==> config.mk <==
export PLATFORM = sky130hd
export DESIGN_NAME = fifo_write_arbiter
export DESIGN_NICKNAME = d
export VERILOG_FILES = /design/src/rtl/fifo_write_arbiter.sv
export SDC_FILE = /design/constraint.sdc
export NUM_CORES = 1
export LEC_CHECK = 0
export ABC_AREA = 1
export CAP_MARGIN = 20
export CELL_PAD_IN_SITES_DETAIL_PLACEMENT = 1
export CELL_PAD_IN_SITES_GLOBAL_PLACEMENT = 1
export CORE_AREA = 2 2 92 76
export DETAILED_ROUTE_END_ITERATION = 16
export DIE_AREA = 0 0 94 78
export PLACE_DENSITY_LB_ADDON = 0.1
export SYNTH_ARGS = -nofsm -noshare
export SYNTH_HDL_FRONTEND = slang
export SYNTH_SLANG_ARGS = --single-unit
==> constraint.sdc <==
create_clock -name clk -period 1.7 [get_ports clk]
set_input_delay 0.17 -clock clk [delete_from_list [all_inputs] [get_ports clk]]
set_output_delay 0.17 -clock clk [all_outputs]
set_load 0.01 [all_outputs]
==> src/rtl/fifo_write_arbiter.sv <==
// Round-robin, packet-atomic arbiter that shares one fifo write port between NUM_REQ producers.
// The owning lane keeps the port until its last beat is written; fifo back-pressure is honoured.
module fifo_write_arbiter #(
    parameter int unsigned WIDTH    = 8,
    parameter int unsigned NUM_REQ  = 4,
    parameter int unsigned IDX_BITS = 2,
    parameter int unsigned CNT_BITS = 16
) (
    input  logic                       clk,
    input  logic                       reset_n,
    input  logic [NUM_REQ-1:0]         req_valid,
    input  logic [NUM_REQ-1:0]         req_last,
    input  logic [NUM_REQ*WIDTH-1:0]   req_data,
    output logic [NUM_REQ-1:0]         req_ready,
    input  logic                       fifo_space,
    output logic [WIDTH-1:0]           fifo_wdata,
    output logic                       fifo_wstrobe,
    output logic                       busy,
    output logic [IDX_BITS-1:0]        grant_idx,
    output logic [CNT_BITS-1:0]        pkt_count
);

    typedef enum logic [0:0] {StIdle, StGrant} state_e;

    state_e              state;
    logic [IDX_BITS-1:0] ptr;
    logic [IDX_BITS-1:0] cand;
    logic [IDX_BITS-1:0] pick;
    logic [IDX_BITS-1:0] ptr_next;
    logic                found;
    logic                owning;
    logic                accept;

    // First valid lane at or after the pointer, wrapping modulo NUM_REQ.
    always_comb begin
        found = 1'b0;
        pick  = '0;
        cand  = '0;
        for (int unsigned k = 0; k < NUM_REQ; k++) begin
            cand = IDX_BITS'((32'(ptr) + k) % NUM_REQ);
            if (!found && req_valid[cand]) begin
                found = 1'b1;
                pick  = cand;
            end
        end
    end

    // Gating with reset_n keeps the port quiet during reset even while the FSM still holds GRANT.
    assign owning   = (state == StGrant) && reset_n;
    assign accept   = owning && req_valid[grant_idx] && fifo_space;
    assign ptr_next = IDX_BITS'((32'(grant_idx) + 32'd1) % NUM_REQ);

    always_comb begin
        req_ready = '0;
        if (owning) begin
            req_ready[grant_idx] = fifo_space;
        end
    end

    assign fifo_wstrobe = accept;
    assign fifo_wdata   = req_data[32'(grant_idx)*WIDTH +: WIDTH];

    always_ff @(posedge clk) begin
        if (!reset_n) begin
            state     <= StIdle;
            busy      <= 1'b0;
            grant_idx <= '0;
            pkt_count <= '0;
            ptr       <= '0;
        end else begin
            unique case (state)
                StIdle: begin
                    if (found) begin
                        state     <= StGrant;
                        busy      <= 1'b1;
                        grant_idx <= pick;
                    end
                end
                StGrant: begin
                    if (accept && req_last[grant_idx]) begin
                        state     <= StIdle;
                        busy      <= 1'b0;
                        ptr       <= ptr_next;
                        pkt_count <= pkt_count + CNT_BITS'(1);
                    end
                end
                default: begin
                    state <= StIdle;
                    busy  <= 1'b0;
                end
            endcase
        end
    end

endmodule

==> results.json, run 1 <==
{
  "power_density_nw_per_um2": 525.0,
  "viasPerCell": 4.607,
  "worstHoldEndpoint": "busy",
  "rsz0062_at_grt": "no",
  "finClkSkew_ps": 5.249,
  "relSlewSlack_pct": 72.15,
  "start_util_pct": 26.67,
  "r2r_end": "pkt_count[0]",
  "fmax_mhz": 626.6,
  "cts_buffer_depth": 2,
  "syn_nets": 331,
  "final_antenna_net_count": 0,
  "reg2reg_from": "grant_idx[0]",
  "htree_levels": 1,
  "multiInputGateArea_um2": 1090,
  "clock_latency_ps": 260,
  "yosys-top-cells-area": "dfxtp_1 (26%), nand2_1 (17%), nor2_1 (9.8%)",
  "die_area_um2": 7332,
  "min_path_type": "reg2reg",
  "die_y_um": 78,
  "crit_type": "reg2out",
  "crit_path_max_incr_delay_ps": 360,
  "gp_congestion": 0.8304,
  "row_count": 26,
  "areaGrowthSynthToFinish_pct": 59.62,
  "first_pass_iters": 4,
  "dp_hpwl_um": 4755,
  "coreArea_um2": 6344,
  "grt_pass1_vias": 2140,
  "synth.most_common_cell": "nand2_1",
  "syn_avg_cell_area_um2": 5.977,
  "synth_cell_types": 25,
  "start_kind": "register",
  "drc_errors": 0,
  "worst_slew_pin_slew_ps": 417.3,
  "final.setup.tns_ps": 0,
  "hold_viol_final": 0,
  "wl_per_cell_um": 12.98,
  "ir_worst_vdd_mv": 0.2746,
  "r2r_cells": 8,
  "netlist_area_um2": 1692,
  "setup_viol": 0,
  "fill_cells": 822,
  "fin_crit_ps": 1596,
  "fin_nets": 421,
  "cts_root_buf": "clkbuf_8",
  "grt.total_usage_pct": 16.98,
  "synth_seq_cells": 22,
  "drt_iter0_drc": 48,
  "critPathLaunch": "grant_idx[0]",
  "ff2ff_setup_slack_ps": 140,
  "synthArstFlopShare_pct": 0,
  "synth-edff-count": 0,
  "crit_path_frequent_cell": "buf_6",
  "antenna_found_initial": 0,
  "antenna_cells": 0,
  "cp_slowest_cell": "dfxtp_2",
  "synth.largest_area_cell": "dfxtp_1",
  "cts_buffers": 3,
  "crit_fanout": 12,
  "cts.sink_count": 22,
  "grt_pass1_wl_um": 10070,
  "area.sequential_um2": 442.9,
  "power_leakage_uw": 0.001094,
  "postSynthCellCount": 283,
  "drive_above_1_share_pct": 12.13,
  "yosys_warnings": 0,
  "synthTopCellsByCount": "nand2_1 (78), nor2_1 (44), inv_1 (24), o21ai_0 (24), dfxtp_1 (22)",
  "cp_cell_sequence": "inv_2 -> buf_6 -> buf_6 -> o21ai_0 -> o22ai_1 -> clkdlybuf4s15_2",
  "grt_max_degree": 18,
  "crit_arrival_ps": 1430,
  "whs_path_depth": 2,
  "cp.required_ps": 1530,
  "ys_seq_area_share_pct": 26.04,
  "endpoint_kind": "output pin",
  "final_core_util_pct": 42.56,
  "vias": 2096,
  "slew_violations": 0,
  "port_buffers": 74,
  "grt.overflow.total": 0,
  "cts_hold_buf": 0,
  "hold_path_startpoint": "busy",
  "die_w_um": 94,
  "cap_violations": 0,
  "fin_crit_sh_pct": 93.88,
  "cts_tree": "done",
  "ioPinCount": 75,
  "status": "complete, no violations",
  "synth_top_area_share_pct": 26.04,
  "clkTransAtPathRegs_ps": 80,
  "synth_ff_type": "dfxtp_1",
  "wl_um": 5905
}
==> per-layer routing <==
layer,vias up,GRT usage [%],share of wire [%]
met5,-,0,0
met4,0,2.174,0.49
met3,2,5.049,6.8
met2,48,26.71,43
met1,953,23.53,50
li1,1093,-,-
==> registers in the layout, summed over array words and instances (netlist names) <==
signal	cells
pkt_count	16
grant_idx	2
ptr	2
busy	1
state	1
==> what timing repair did <==
action	CTS	global route
resized for setup	25	18
pin swaps	0	1
gates cloned	0	0
setup buffers	1	0
endpoints found under the setup margin	13	18
==> where the power goes <==
part	switching [uW]	internal, uW
Sequential	11.7	530
Clock	169	158
Combinational	271	278
==> worst max-delay path, delay by kind of cell (launching register included) <==
family                 cells  cell delay [ps]
AOI/OAI and AO/OA          2              240
buffers and inverters      4              550
DFF                        1              360
==> cell type report <==
class                      count  area share, %
clock buffer                   3          1.529
inverter                      26          3.707
multi-input combinational    223          40.36
sequential                    22          16.40
tap                           84          3.892
timing repair buffer          97          34.11
==> cells by family after synthesis <==
group | Yosys count | share of synthesized area (%)
and+or+nand+nor | 149 | 35.87
AOI/OAI and AO/OA | 58 | 18.49
buffers and inverters | 38 | 10.21
DFF | 22 | 26.04
xor gates and xnor gates | 11 | 5.695
adders and majority gates | 5 | 3.698
==> per-stage QoR <==
stage | hold WS [ps] | cells | area, um^2 | power [uW] | setup slack, ps
after CTS | 452.2 | 455 | 2679 | 1440 | -107.3
after detailed placement | 439.7 | 451 | 2629 | 1111 | -164.7
final | 448.4 | 455 | 2700 | 1418 | 104.0
after global placement | 438.0 | 451 | 2629 | 1107 | -120.7
after floorplan | 469.5 | 283 | 1692 | 818.8 | 110.5
after global routing | 486.5 | 455 | 2700 | 1532 | 6.839
==> placed cells by master, fill, tap and decap left out <==
cell type / count
nand2_1: 77
clkdlybuf4s50_1: 61
nor2_1: 44
inv_1: 21
o21ai_0: 20
dfxtp_1: 20
a21oi_1: 19
buf_4: 18
nand3_1: 17
o22ai_1: 9
xor2_1: 7
dlygate4sd2_1: 6
o21ai_1: 5
nor3_1: 5
ha_1: 5
buf_6: 5
inv_2: 4
xnor2_1: 4
o211ai_1: 3
clkbuf_8: 3
clkdlybuf4s15_2: 3
nand2_2: 2
dfxtp_2: 2
a21oi_2: 1
inv_4: 1
nor3_2: 1
nor2_4: 1
o21ai_2: 1
nand3_2: 1
nand4_1: 1
dlymetal6s2s_1: 1
clkdlybuf4s15_1: 1
clkbuf_2: 1
buf_2: 1
==> worst max-delay path by stage <==
stage | slack [ps] | endpoint
final | 100 | fifo_wdata[2]
after global routing | 7 | fifo_wdata[5]
after CTS | -110 | fifo_wdata[0]
after detailed placement | -160 | grant_idx[0]
after global placement | -120 | grant_idx[0]
after floorplan | 110 | ptr[1]
(Power assumes the default switching activity.)
==> inputs of run 2 (changes only) <==
GPL_TIMING_DRIVEN = 0   (was not set)
==> run 2 against run 1 <==
  * First-iteration DRC count up 83%
  * Via count about the same
  * Non-clock buffer count down 5
  * Sequential power up 0.7%
  * Global-route usage down 0.16 points
  * Power up 4.8%
  * Die area unchanged
  * Count of clock-buffer cells in the layout up 1
  * Largest power group unchanged
  * Highest routed layer unchanged
==> results.json, run 2 (synthesis results as in run 1) <==
{
  "ff2ff_setup_slack_ps": 90,
  "worstHoldEndpoint": "busy",
  "r2r_cells": 7,
  "place_inst": 441,
  "min_path_type": "reg2reg",
  "r2r_end": "pkt_count[14]",
  "cts_root_buf": "clkbuf_8",
  "htree_levels": 1,
  "cts_tree": "done",
  "final_area_um2": 2659,
  "worst_slew_pin_slew_ps": 457.4,
  "power_frac_clock_pct": 25.8,
  "final_antenna_net_count": 0,
  "start_util_pct": 26.67,
  "power_leakage_uw": 0.001067,
  "drc_errors": 0,
  "start_kind": "register",
  "top_regs": "pkt_count (16), grant_idx (2), ptr (2)",
  "areaGrowthSynthToFinish_pct": 57.17,
  "final_core_util_pct": 41.91,
  "die_w_um": 94,
  "p_int_uw": 1015,
  "cp.required_ps": 1530,
  "rsz0062_at_grt": "no",
  "place_area_um2": 2537,
  "cts.sink_count": 22,
  "first_pass_iters": 4,
  "fin_nets": 416,
  "wl_per_cell_um": 13.59,
  "setup_viol": 0,
  "vias": 2094,
  "hold_viol_final": 0,
  "die_y_um": 78,
  "cp_cell_sequence": "buf_6 -> buf_4 -> buf_6 -> o21ai_0 -> o22ai_1 -> buf_2",
  "cp_slowest_cell": "dfxtp_4",
  "grt.overflow.total": 0,
  "reg2reg_from": "pkt_count[1]",
  "clock_latency_ps": 260,
  "relSlewSlack_pct": 69.51,
  "clkTransAtPathRegs_ps": 80,
  "drt_iter0_drc": 88,
  "cts_hold_buf": 0,
  "antenna_cells": 0,
  "crit_fanout": 10,
  "viasPerCell": 4.643,
  "port_buffers": 74,
  "combPwrFrac_pct": 37.6,
  "slew_violations": 0,
  "p_sw_uw": 469.6,
  "fin_crit_ps": 1629,
  "antenna_found_initial": 0,
  "ioPinCount": 75,
  "finalPower_uw": 1485,
  "grt.total_usage_pct": 16.82,
  "coreArea_um2": 6344,
  "status": "complete, no violations",
  "fin_crit_sh_pct": 95.81,
  "crit_path_frequent_cell": "buf_6",
  "endpoint_kind": "output pin",
  "wl_um": 6129,
  "grt_pass1_wl_um": 10030,
  "swShare_pct": 31.62,
  "drive_above_1_share_pct": 13.08,
  "dp_hpwl_um": 4746,
  "power_density_nw_per_um2": 558.5,
  "row_count": 26,
  "grt_pass1_vias": 2085,
  "crit_path_max_incr_delay_ps": 360,
  "ir_worst_vdd_mv": 0.2800,
  "gp_congestion": 0.8359,
  "cts_buffer_depth": 2,
  "finClkSkew_ps": 2.923,
  "hold_path_startpoint": "busy",
  "grt_max_degree": 13,
  "cts_buffers": 3,
  "seq_power_share_pct": 36.7,
  "cap_violations": 0,
  "whs_ps": 456.5,
  "regMostFlops": "pkt_count",
  "final_cells": 451,
  "die_area_um2": 7332,
  "whs_path_depth": 2,
  "largest_reg_flops": 16,
  "layout_commonest_cell": "nand2_1",
  "final_cell_mix": "nand2_1 (77), clkdlybuf4s50_1 (61), nor2_1 (43)",
  "crit_arrival_ps": 1460,
  "crit_type": "reg2out",
  "fmax_mhz": 614.0
}
## run 2: layout make-up
cell class | instances | area (um^2)
well taps | 84 | 105.1
repair buffers | 81 | 753.2
multi-input cells | 223 | 1105
inverters | 26 | 101.3
clock buffers | 4 | 55.05
flip-flops and latches | 22 | 447.9
fillers | 844 | 3685
plain buffers | 11 | 91.34
## run 2: power groups by stage
stage	sequential (uW)	clock [uW]	combinational (uW)
final	545	382	558
after floorplan	559	0	259
after CTS	544	401	553
after detailed placement	559	0	537
after global routing	547	430	618
after global placement	559	0	536
## run 2: worst max-delay path by stage
| stage | start | to | slack (ps) | depth (start not counted) |
|---|---|---|---|---|
| after floorplan | grant_idx[0] | ptr[1] | 110 | 7 |
| after detailed placement | grant_idx[0] | req_ready[0] | -550 | 8 |
| after global placement | grant_idx[0] | req_ready[0] | -540 | 8 |
| final | grant_idx[0] | fifo_wdata[3] | 70 | 6 |
| after global routing | grant_idx[0] | fifo_wdata[4] | 0.8 | 6 |
| after CTS | grant_idx[0] | fifo_wdata[3] | 10 | 6 |
## run 2: repair_timing
action                     CTS  global route
resized for setup           61            14
setup buffers                6             0
pin swaps                    0             1
gates cloned                 0             1
setup endpoints to repair   15            13
## run 2: worst max-delay path: cells and delay by family (launching register included)
| kind | cells | cell delay [ps] |
|---|---|---|
| flip-flops | 1 | 360 |
| AO/OA/AOI/OAI | 2 | 270 |
| buffers and inverters | 4 | 560 |
## run 2: through the flow
step           setup TNS (ps)  setup slack, ps
2_1_floorplan               0            110.5
3_3_place_gp            -5907           -539.2
3_5_place_dp            -6370           -545.2
4_1_cts                     0            14.59
5_1_grt                     0           0.8186
6_report                    0            71.31
## run 2: metal layers
metal / wire length [um] / up-vias / part of all wire (%) / track usage (%)
li1: - / 1083 / - / -
met1: 3097 / 952 / 51 / 23.57
met2: 2616 / 51 / 43 / 26.07
met3: 344 / 8 / 5.6 / 4.078
met4: 72 / 0 / 1.2 / 3.623
met5: 0 / - / 0 / 0
